$ cat config.mk
export PLATFORM = sky130hd
export DESIGN_NAME = multi_hot_count_unit
export DESIGN_NICKNAME = d
export VERILOG_FILES = /design/src/rtl/multi_hot_count_unit.sv
export SDC_FILE = /design/constraint.sdc
export NUM_CORES = 1
export LEC_CHECK = 0
export CAP_MARGIN = 15
export CORE_AREA = 2 2 39 41
export DETAILED_ROUTE_END_ITERATION = 12
export DIE_AREA = 0 0 41 43
export GPL_TIMING_DRIVEN = 1
export SLEW_MARGIN = 10
export SYNTH_ARGS = -nofsm -noshare
export SYNTH_HDL_FRONTEND = slang
export SYNTH_SLANG_ARGS = --single-unit
$ cat constraint.sdc
create_clock -name clk -period 1.1 [get_ports clk]
set_input_delay 0.11 -clock clk [delete_from_list [all_inputs] [get_ports clk]]
set_output_delay 0.11 -clock clk [all_outputs]
set_load 0.02 [all_outputs]
$ cat src/rtl/multi_hot_count_unit.sv
// Registered population count and multi-hot detector for a flat flag vector.
// A balanced adder tree and an independent OR/AND reduction tree feed one register stage.
module multi_hot_count_unit #(
  parameter  int width     = 5,
  localparam int cnt_width = $clog2(width + 1)
) (
  input  logic                 clk,
  input  logic                 reset,
  input  logic                 active,
  input  logic [0:width-1]     data,
  output logic [0:cnt_width-1] count,
  output logic                 multi_hot,
  output logic                 any_hot
);

  localparam int LEVELS = (width > 1) ? $clog2(width) : 0;
  // Level l partial sums need l+1 bits; storage is sized for the root.
  localparam int SW     = LEVELS + 1;

  logic [SW-1:0]        w_sum   [0:LEVELS][0:width-1];
  logic                 w_any   [0:LEVELS][0:width-1];
  logic                 w_multi [0:LEVELS][0:width-1];
  logic [cnt_width-1:0] w_cnt_next;

  logic [cnt_width-1:0] r_count;
  logic                 r_multi_hot;
  logic                 r_any_hot;

  genvar l, j;
  generate
    for (j = 0; j < width; j++) begin : g_leaf
      assign w_sum[0][j]   = SW'(data[j]);
      assign w_any[0][j]   = data[j];
      assign w_multi[0][j] = 1'b0;
    end

    for (l = 1; l <= LEVELS; l++) begin : g_lvl
      localparam int N_PREV = (width + (1 << (l - 1)) - 1) >> (l - 1);
      for (j = 0; j < width; j++) begin : g_node
        if (2 * j + 1 < N_PREV) begin : g_pair
          assign w_sum[l][j]   = w_sum[l-1][2*j] + w_sum[l-1][2*j+1];
          assign w_any[l][j]   = w_any[l-1][2*j] | w_any[l-1][2*j+1];
          assign w_multi[l][j] = w_multi[l-1][2*j] | w_multi[l-1][2*j+1]
                               | (w_any[l-1][2*j] & w_any[l-1][2*j+1]);
        end else if (2 * j + 1 == N_PREV) begin : g_pass
          // Unpaired last node of an odd-sized level moves up unchanged.
          assign w_sum[l][j]   = w_sum[l-1][2*j];
          assign w_any[l][j]   = w_any[l-1][2*j];
          assign w_multi[l][j] = w_multi[l-1][2*j];
        end else begin : g_empty
          assign w_sum[l][j]   = '0;
          assign w_any[l][j]   = 1'b0;
          assign w_multi[l][j] = 1'b0;
        end
      end
    end
  endgenerate

  // Root sum never exceeds width, so resizing to cnt_width is lossless.
  assign w_cnt_next = cnt_width'(w_sum[LEVELS][0]);

  always_ff @(posedge clk or posedge reset) begin
    if (reset) begin
      r_count     <= '0;
      r_multi_hot <= 1'b0;
      r_any_hot   <= 1'b0;
    end else if (active) begin
      r_count     <= w_cnt_next;
      r_multi_hot <= w_multi[LEVELS][0];
      r_any_hot   <= w_any[LEVELS][0];
    end
  end

  assign count     = r_count;
  assign multi_hot = r_multi_hot;
  assign any_hot   = r_any_hot;

endmodule

==> flow_metrics.env, run 1 <==
export IMPL_skew_ns=0
export IMPL_grt_max_degree=8
export IMPL_layout_setup_ws_ns=-0.386
export IMPL_die_area_um2=1760
export IMPL_max_slew_margin_pct=84.7
export IMPL_synth_top_family_by_area="adder cells"
export IMPL_cap_violations=0
export IMPL_tightest_slew_ns=0.226
export IMPL_postPlaceCellArea_um2=503
export IMPL_power_density_nw_per_um2=1250
export IMPL_synthArstFlopShare_pct=100
export IMPL_ctsHtreeMaxLevel=1
export IMPL_grt_total_usage_pct=9.93
export IMPL_synth_commonest_cells="inv_1 (7), dfrtp_1 (5), mux2_2 (3), nor2_1 (3), fa_1 (2)"
export IMPL_crit_fanout=2
export IMPL_antenna_found_initial=0
export IMPL_synthAdderAreaFrac_pct=21.7
export IMPL_rsz0062_at_grt="yes"
export IMPL_die_h_um=43
export IMPL_synth_flop_cell="dfrtp_1"
export IMPL_synth_seq_cells=5
export IMPL_fin_util_pct=39.3
export IMPL_yosysMostFrequentCell="inv_1"
export IMPL_wl_per_cell_um=10.2
export IMPL_worst_setup_hold_path_clk_slew_ns=0.04
export IMPL_cts_made_buffers=3
export IMPL_cp_required_ns=1.23
export IMPL_route_antenna_remaining_nets=0
export IMPL_final_nets=61
export IMPL_drt_initial_drc_count=1
export IMPL_critical_path_endpoint="count[1]"
export IMPL_clkLatencyLatePin_ns=0.24
export IMPL_cts_buffer_depth=2
export IMPL_core_area_um2=1380
export IMPL_synth_simple_area_share_pct=3.83
export IMPL_synth_area_per_cell_um2=11.3
export IMPL_cts_setup_buffers=0
export IMPL_drt_wl_total_um=662
export IMPL_p_leak_nw=0.262
export IMPL_synth_edf_count=0
export IMPL_yosys_area_top_type="dfrtp_1"
export IMPL_finalMaxSlewViolations=0
export IMPL_start_util_pct=21.2
export IMPL_syn_to_final_growth_pct=85.1
export IMPL_period_minus_slack_ns=1.49
export IMPL_synth_area_um2=294
export IMPL_worst_endpoint_arrival_ns=1.61
export IMPL_grt_pass1_wl_um=1100
export IMPL_ir_drop_v=0.000704
export IMPL_gp_congestion=0.616
export IMPL_tns_ns=-0.949
export IMPL_pin_count=13
export IMPL_fin_crit_sh_pct=135
export IMPL_fin_area_um2=544
export IMPL_finalHoldViolCount=0
export IMPL_via_per_inst=4.09
export IMPL_fmax_ghz=0.673
export IMPL_r2r_start="count[2]"
export IMPL_die_w_um=41
export IMPL_drive_gt1_share_pct=46.9
export IMPL_synth_net_count=37
export IMPL_port_buffers=12
export IMPL_startpoint_type="primary input"
export IMPL_status="finished, violations left"
export IMPL_hp_class="in -> async"
export IMPL_r2r_setup_slack_ns=0.35
export IMPL_synth_cell_types=11
export IMPL_diodes=0
export IMPL_clock_root_buffer="clkbuf_4"
export IMPL_overflow=0
export IMPL_post_dp_hpwl_um=480
export IMPL_grt_pass1_vias=266
export IMPL_endpoint_kind="flip-flop"
export IMPL_setup_viol=3
export IMPL_synth_xor_area_share_pct=0
export IMPL_synth_compound_area_share_pct=11.5
export IMPL_synth_area_top_cells="dfrtp_1 (43%), fa_1 (14%), mux2_2 (11%)"
export IMPL_rows=14
export IMPL_drc=0
export IMPL_ys_warn_count=0
export IMPL_synth_area_mux_share_pct=11.5
export IMPL_critPathKind="in -> reg"
export IMPL_r2r_end="count[2]"
export IMPL_p_total_uw=683
export IMPL_pre_cts_ws_ns=-1.17
export IMPL_crit_path_start="data[1]"
export IMPL_violations="setup timing"
export IMPL_synth_cells=26
export IMPL_synth_top_area_share_pct=42.6
export IMPL_reg2regPathDepth=1
export IMPL_clock_sinks=5
export IMPL_drt_first_pass_iters=4
export IMPL_vias=266
export IMPL_tritoncts="yes"
export IMPL_yosysSeqAreaShare_pct=42.6
-- kinds of logic (layout without fill, tap and decap cells) --
kind of cell             after synthesis  after routing
buffers and inverters                  7             30
flip-flops                             5              5
adder cells (fa/ha/maj)                4              4
AO/OA/AOI/OAI                          4              4
multiplexers                           3              3
AND/OR/NAND/NOR                        3              3
-- per-layer routing --
layer | GRT usage [%] | vias to the layer above | share of wire (%)
met5 | 0 | - | 0
met4 | 6.00 | 0 | 0
met3 | 6.28 | 0 | 11
met2 | 12.2 | 13 | 45
met1 | 12.6 | 120 | 43
li1 | - | 133 | -
-- area by class of cell --
class                           instances  area [µm²]
Sequential cell                         5         125
Tap cell                               16        20.0
Multi-Input combinational cell         14         169
Fill cell                             147         840
Clock buffer                            4        26.3
Inverter                                7        36.3
Timing Repair Buffer                   19         168
-- registers in the layout, summed over array words and instances (netlist names) --
signal,cells
any_hot,1
count,3
multi_hot,1
-- critical path, stage by stage --
cell and delay, ns:
buf_8 0.08, inv_4 0.03, fa_1 0.54, inv_2 0.04, fa_2 0.35, ha_4 0.22, mux2_4 0.25
-- how the worst min path moves through the flow --
| stage | endpoint | from | slack [ns] | cells past startpoint |
|---|---|---|---|---|
| 6_report | count[2] | reset | 0.06 | 2 |
| 5_1_grt | multi_hot | reset | 0.11 | 2 |
| 4_1_cts | count[2] | reset | 0.06 | 2 |
| 3_5_place_dp | count[1] | reset | 0.32 | 2 |
| 3_3_place_gp | count[1] | reset | 0.32 | 2 |
| 2_1_floorplan | any_hot | reset | -0.11 | 1 |
-- layout by cell type, fill, tap and decap left out --
cell,n
clkdlybuf4s50_1,2
dlygate4sd2_1,7
o21ai_1,1
inv_8,1
nor2_1,3
buf_6,1
inv_2,2
a2111o_1,1
dfrtp_1,5
a41oi_1,1
clkbuf_1,1
maj3_2,1
mux2_4,3
inv_4,1
o311ai_1,1
clkbuf_4,3
fa_2,1
inv_1,3
ha_4,1
fa_1,1
buf_8,1
buf_4,8
-- metrics by stage --
stage / hold slack, ns / instances
final: 0.0575 / 65
after CTS: 0.0570 / 65
after floorplan: -0.111 / 26
after global placement: 0.322 / 61
after detailed placement: 0.322 / 61
after global routing: 0.111 / 65
-- where the power goes --
group | switching, mW | internal, mW
clock network | 0.0778 | 0.137
registers | 0.0136 | 0.215
logic | 0.110 | 0.130
total | 0.201 | 0.482
-- timing repair --
item	CTS	global route
resized for setup	27	2
setup endpoints to repair	9	3
pin swaps	2	1
hold buffers	0	0
Power figures use the tool's default switching activity.
==> run 2: changes to the inputs <==
ABC_AREA = 1   (was default)
SLEW_MARGIN = 20   (was 10)
==> run 2 against run 1 <==
  * The run still ends with setup timing left
  * Non-clock buffer count decreased by 2
  * Critical path depth is 1 higher
  * Register-to-register slack better by 0.12 ns
  * Total power shrank 5.7%
  * Clock skew unchanged
  * Die area did not move
  * Via count up 20%
  * Clock power about the same
  * Clock-buffer cell count is the same
  * Worst hold slack better by 0.014 ns
  * Final cell count increased by 23%
  * Highest routed layer unchanged
==> flow_metrics.env, run 2 <==
export IMPL_status="finished, violations left"
export IMPL_violations="setup timing"
export IMPL_drc=0
export IMPL_pin_count=13
export IMPL_syn_to_final_growth_pct=74.3
export IMPL_p_total_uw=644
export IMPL_r2r_end="multi_hot"
export IMPL_max_slew_margin_pct=86.1
export IMPL_pre_cts_ws_ns=-1.05
export IMPL_diodes=0
export IMPL_power_density_nw_per_um2=1190
export IMPL_final_nets=76
export IMPL_cts_made_buffers=3
export IMPL_fin_area_um2=543
export IMPL_grt_total_usage_pct=10.4
export IMPL_fmax_ghz=0.746
export IMPL_gp_congestion=0.710
export IMPL_dpl_cell_count=76
export IMPL_largest_register_ff_count=3
export IMPL_worst_endpoint_arrival_ns=1.47
export IMPL_drt_wl_total_um=668
export IMPL_die_w_um=41
export IMPL_overflow=0
export IMPL_synth_area_top_cells="dfrtp_1 (40%), nand2_1 (23%), fa_1 (13%)"
export IMPL_r2r_setup_slack_ns=0.47
export IMPL_clkLatencyLatePin_ns=0.24
export IMPL_setup_viol=3
export IMPL_critPathKind="in -> reg"
export IMPL_fin_hold_ws_ns=0.0714
export IMPL_rsz0062_at_grt="yes"
export IMPL_fin_crit_sh_pct=122
export IMPL_ys_warn_count=0
export IMPL_p_leak_nw=0.285
export IMPL_start_util_pct=22.5
export IMPL_yosysSeqAreaShare_pct=40.2
export IMPL_synth_net_count=54
export IMPL_r2r_start="multi_hot"
export IMPL_yosys_area_top_type="dfrtp_1"
export IMPL_critPathSlowestCell="fa_1"
export IMPL_synth_flop_cell="dfrtp_1"
export IMPL_vias=320
export IMPL_via_per_inst=4.00
export IMPL_route_antenna_remaining_nets=0
export IMPL_grt_max_degree=7
export IMPL_port_buffers=12
export IMPL_die_area_um2=1760
export IMPL_finalHoldViolCount=0
export IMPL_fin_util_pct=39.2
export IMPL_fin_cells=80
export IMPL_final_common_cell="nand2_1"
export IMPL_startpoint_type="primary input"
export IMPL_max_stage_delay_ns=0.54
export IMPL_synth_edf_count=0
export IMPL_tritoncts="yes"
export IMPL_crit_family="adder cells"
export IMPL_crit_fanout=2
export IMPL_tightest_slew_ns=0.208
export IMPL_synth_seq_cells=5
export IMPL_drt_initial_drc_count=5
export IMPL_period_minus_slack_ns=1.34
export IMPL_synth_area_per_cell_um2=7.25
export IMPL_antenna_found_initial=0
export IMPL_finalMaxSlewViolations=0
export IMPL_postPlaceCellArea_um2=502
export IMPL_layout_setup_ws_ns=-0.241
export IMPL_synth_top_area_share_pct=40.2
export IMPL_ctsHtreeMaxLevel=1
export IMPL_endpoint_kind="flip-flop"
export IMPL_cts_buffer_depth=2
export IMPL_rows=14
export IMPL_postCtsHoldBufs=0
export IMPL_synth_area_um2=312
export IMPL_drive_gt1_share_pct=31.3
export IMPL_cap_violations=0
export IMPL_clock_root_buffer="clkbuf_4"
export IMPL_grt_pass1_wl_um=1240
export IMPL_synth_commonest_cells="nand2_1 (19), inv_1 (8), dfrtp_1 (5), nor2_1 (5)"
export IMPL_cp_required_ns=1.23
export IMPL_tns_ns=-0.550
export IMPL_synthArstFlopShare_pct=100
export IMPL_hp_class="in -> async"
export IMPL_synth_cell_types=8
export IMPL_wl_per_cell_um=8.35
export IMPL_skew_ns=0
export IMPL_drt_first_pass_iters=3
export IMPL_clock_sinks=5
export IMPL_reg2regPathDepth=2
export IMPL_crit_buf_inv=3
export IMPL_grt_pass1_vias=352
export IMPL_ir_drop_v=0.000444
export IMPL_core_area_um2=1380
export IMPL_yosysMostFrequentCell="nand2_1"
export IMPL_die_h_um=43
export IMPL_path_cells="buf_8, inv_4, fa_1, inv_2, fa_2, ha_4, nand2_2, nand2_1"
export IMPL_post_dp_hpwl_um=549
export IMPL_worst_setup_hold_path_clk_slew_ns=0.04
export IMPL_synth_cells=43
## run 2: cell types whose count changed in the layout (fill, tap and decap cells not counted), sizes merged
cell,change
o21ai,+1
nand2,+19
dlygate4sd2,-2
clkdlybuf4s50,+2
maj3,-1
mux2,-3
buf,-2
o311ai,-1
a2111o,-1
inv,+2
nor2,+2
a41oi,-1
## run 2: worst max-delay path by stage
stage               startpoint  endpoint  slack (ns)  cells after the start
floorplan              data[1]  count[1]       -0.40                      7
finish                 data[3]  count[1]       -0.24                      8
global route           data[3]  count[1]       -0.28                      8
global placement       data[1]  count[1]       -1.06                      8
CTS                    data[3]  count[1]       -0.27                      8
detailed placement     data[1]  count[1]       -1.05                      8
## run 2: layout make-up
class / count / area (µm²)
Fill cell: 148 / 841
Multi-Input combinational cell: 29 / 175
Timing Repair Buffer: 17 / 153
Sequential cell: 5 / 125
Inverter: 9 / 43.8
Clock buffer: 4 / 26.3
Tap cell: 16 / 20.0
## run 2: cell families after synthesis
logic type / synth area share [%]
and+or+nand+nor: 28.9
AOI/OAI and AO/OA: 3.21
DFF: 40.2
buffers and inverters: 10.8
adders and majority gates: 16.9
## run 2: timing repair
action / CTS / global route
cloned: 0 / 0
gates resized for setup: 27 / 1
buffers inserted: 0 / 0
pin swaps: 4 / 1
endpoints found under the setup margin: 8 / 3
## run 2: layer usage
layer / global-route usage (%) / up-vias / wire length [µm]
li1: - / 166 / -
met1: 10.3 / 150 / 265
met2: 17.8 / 4 / 386
met3: 4.71 / 0 / 16
met4: 4.00 / 0 / 0
met5: 0 / - / 0
## run 2: power by group
| group | switching, mW | internal, mW |
|---|---|---|
| registers | 0.0131 | 0.209 |
| clock network | 0.0774 | 0.137 |
| logic | 0.108 | 0.0984 |
==> run 3: changes to the inputs <==
SLEW_MARGIN = 5   (was 20)
==> results of run 3 <==
The final DEF is identical to that of run 2; final timing and power are the same.
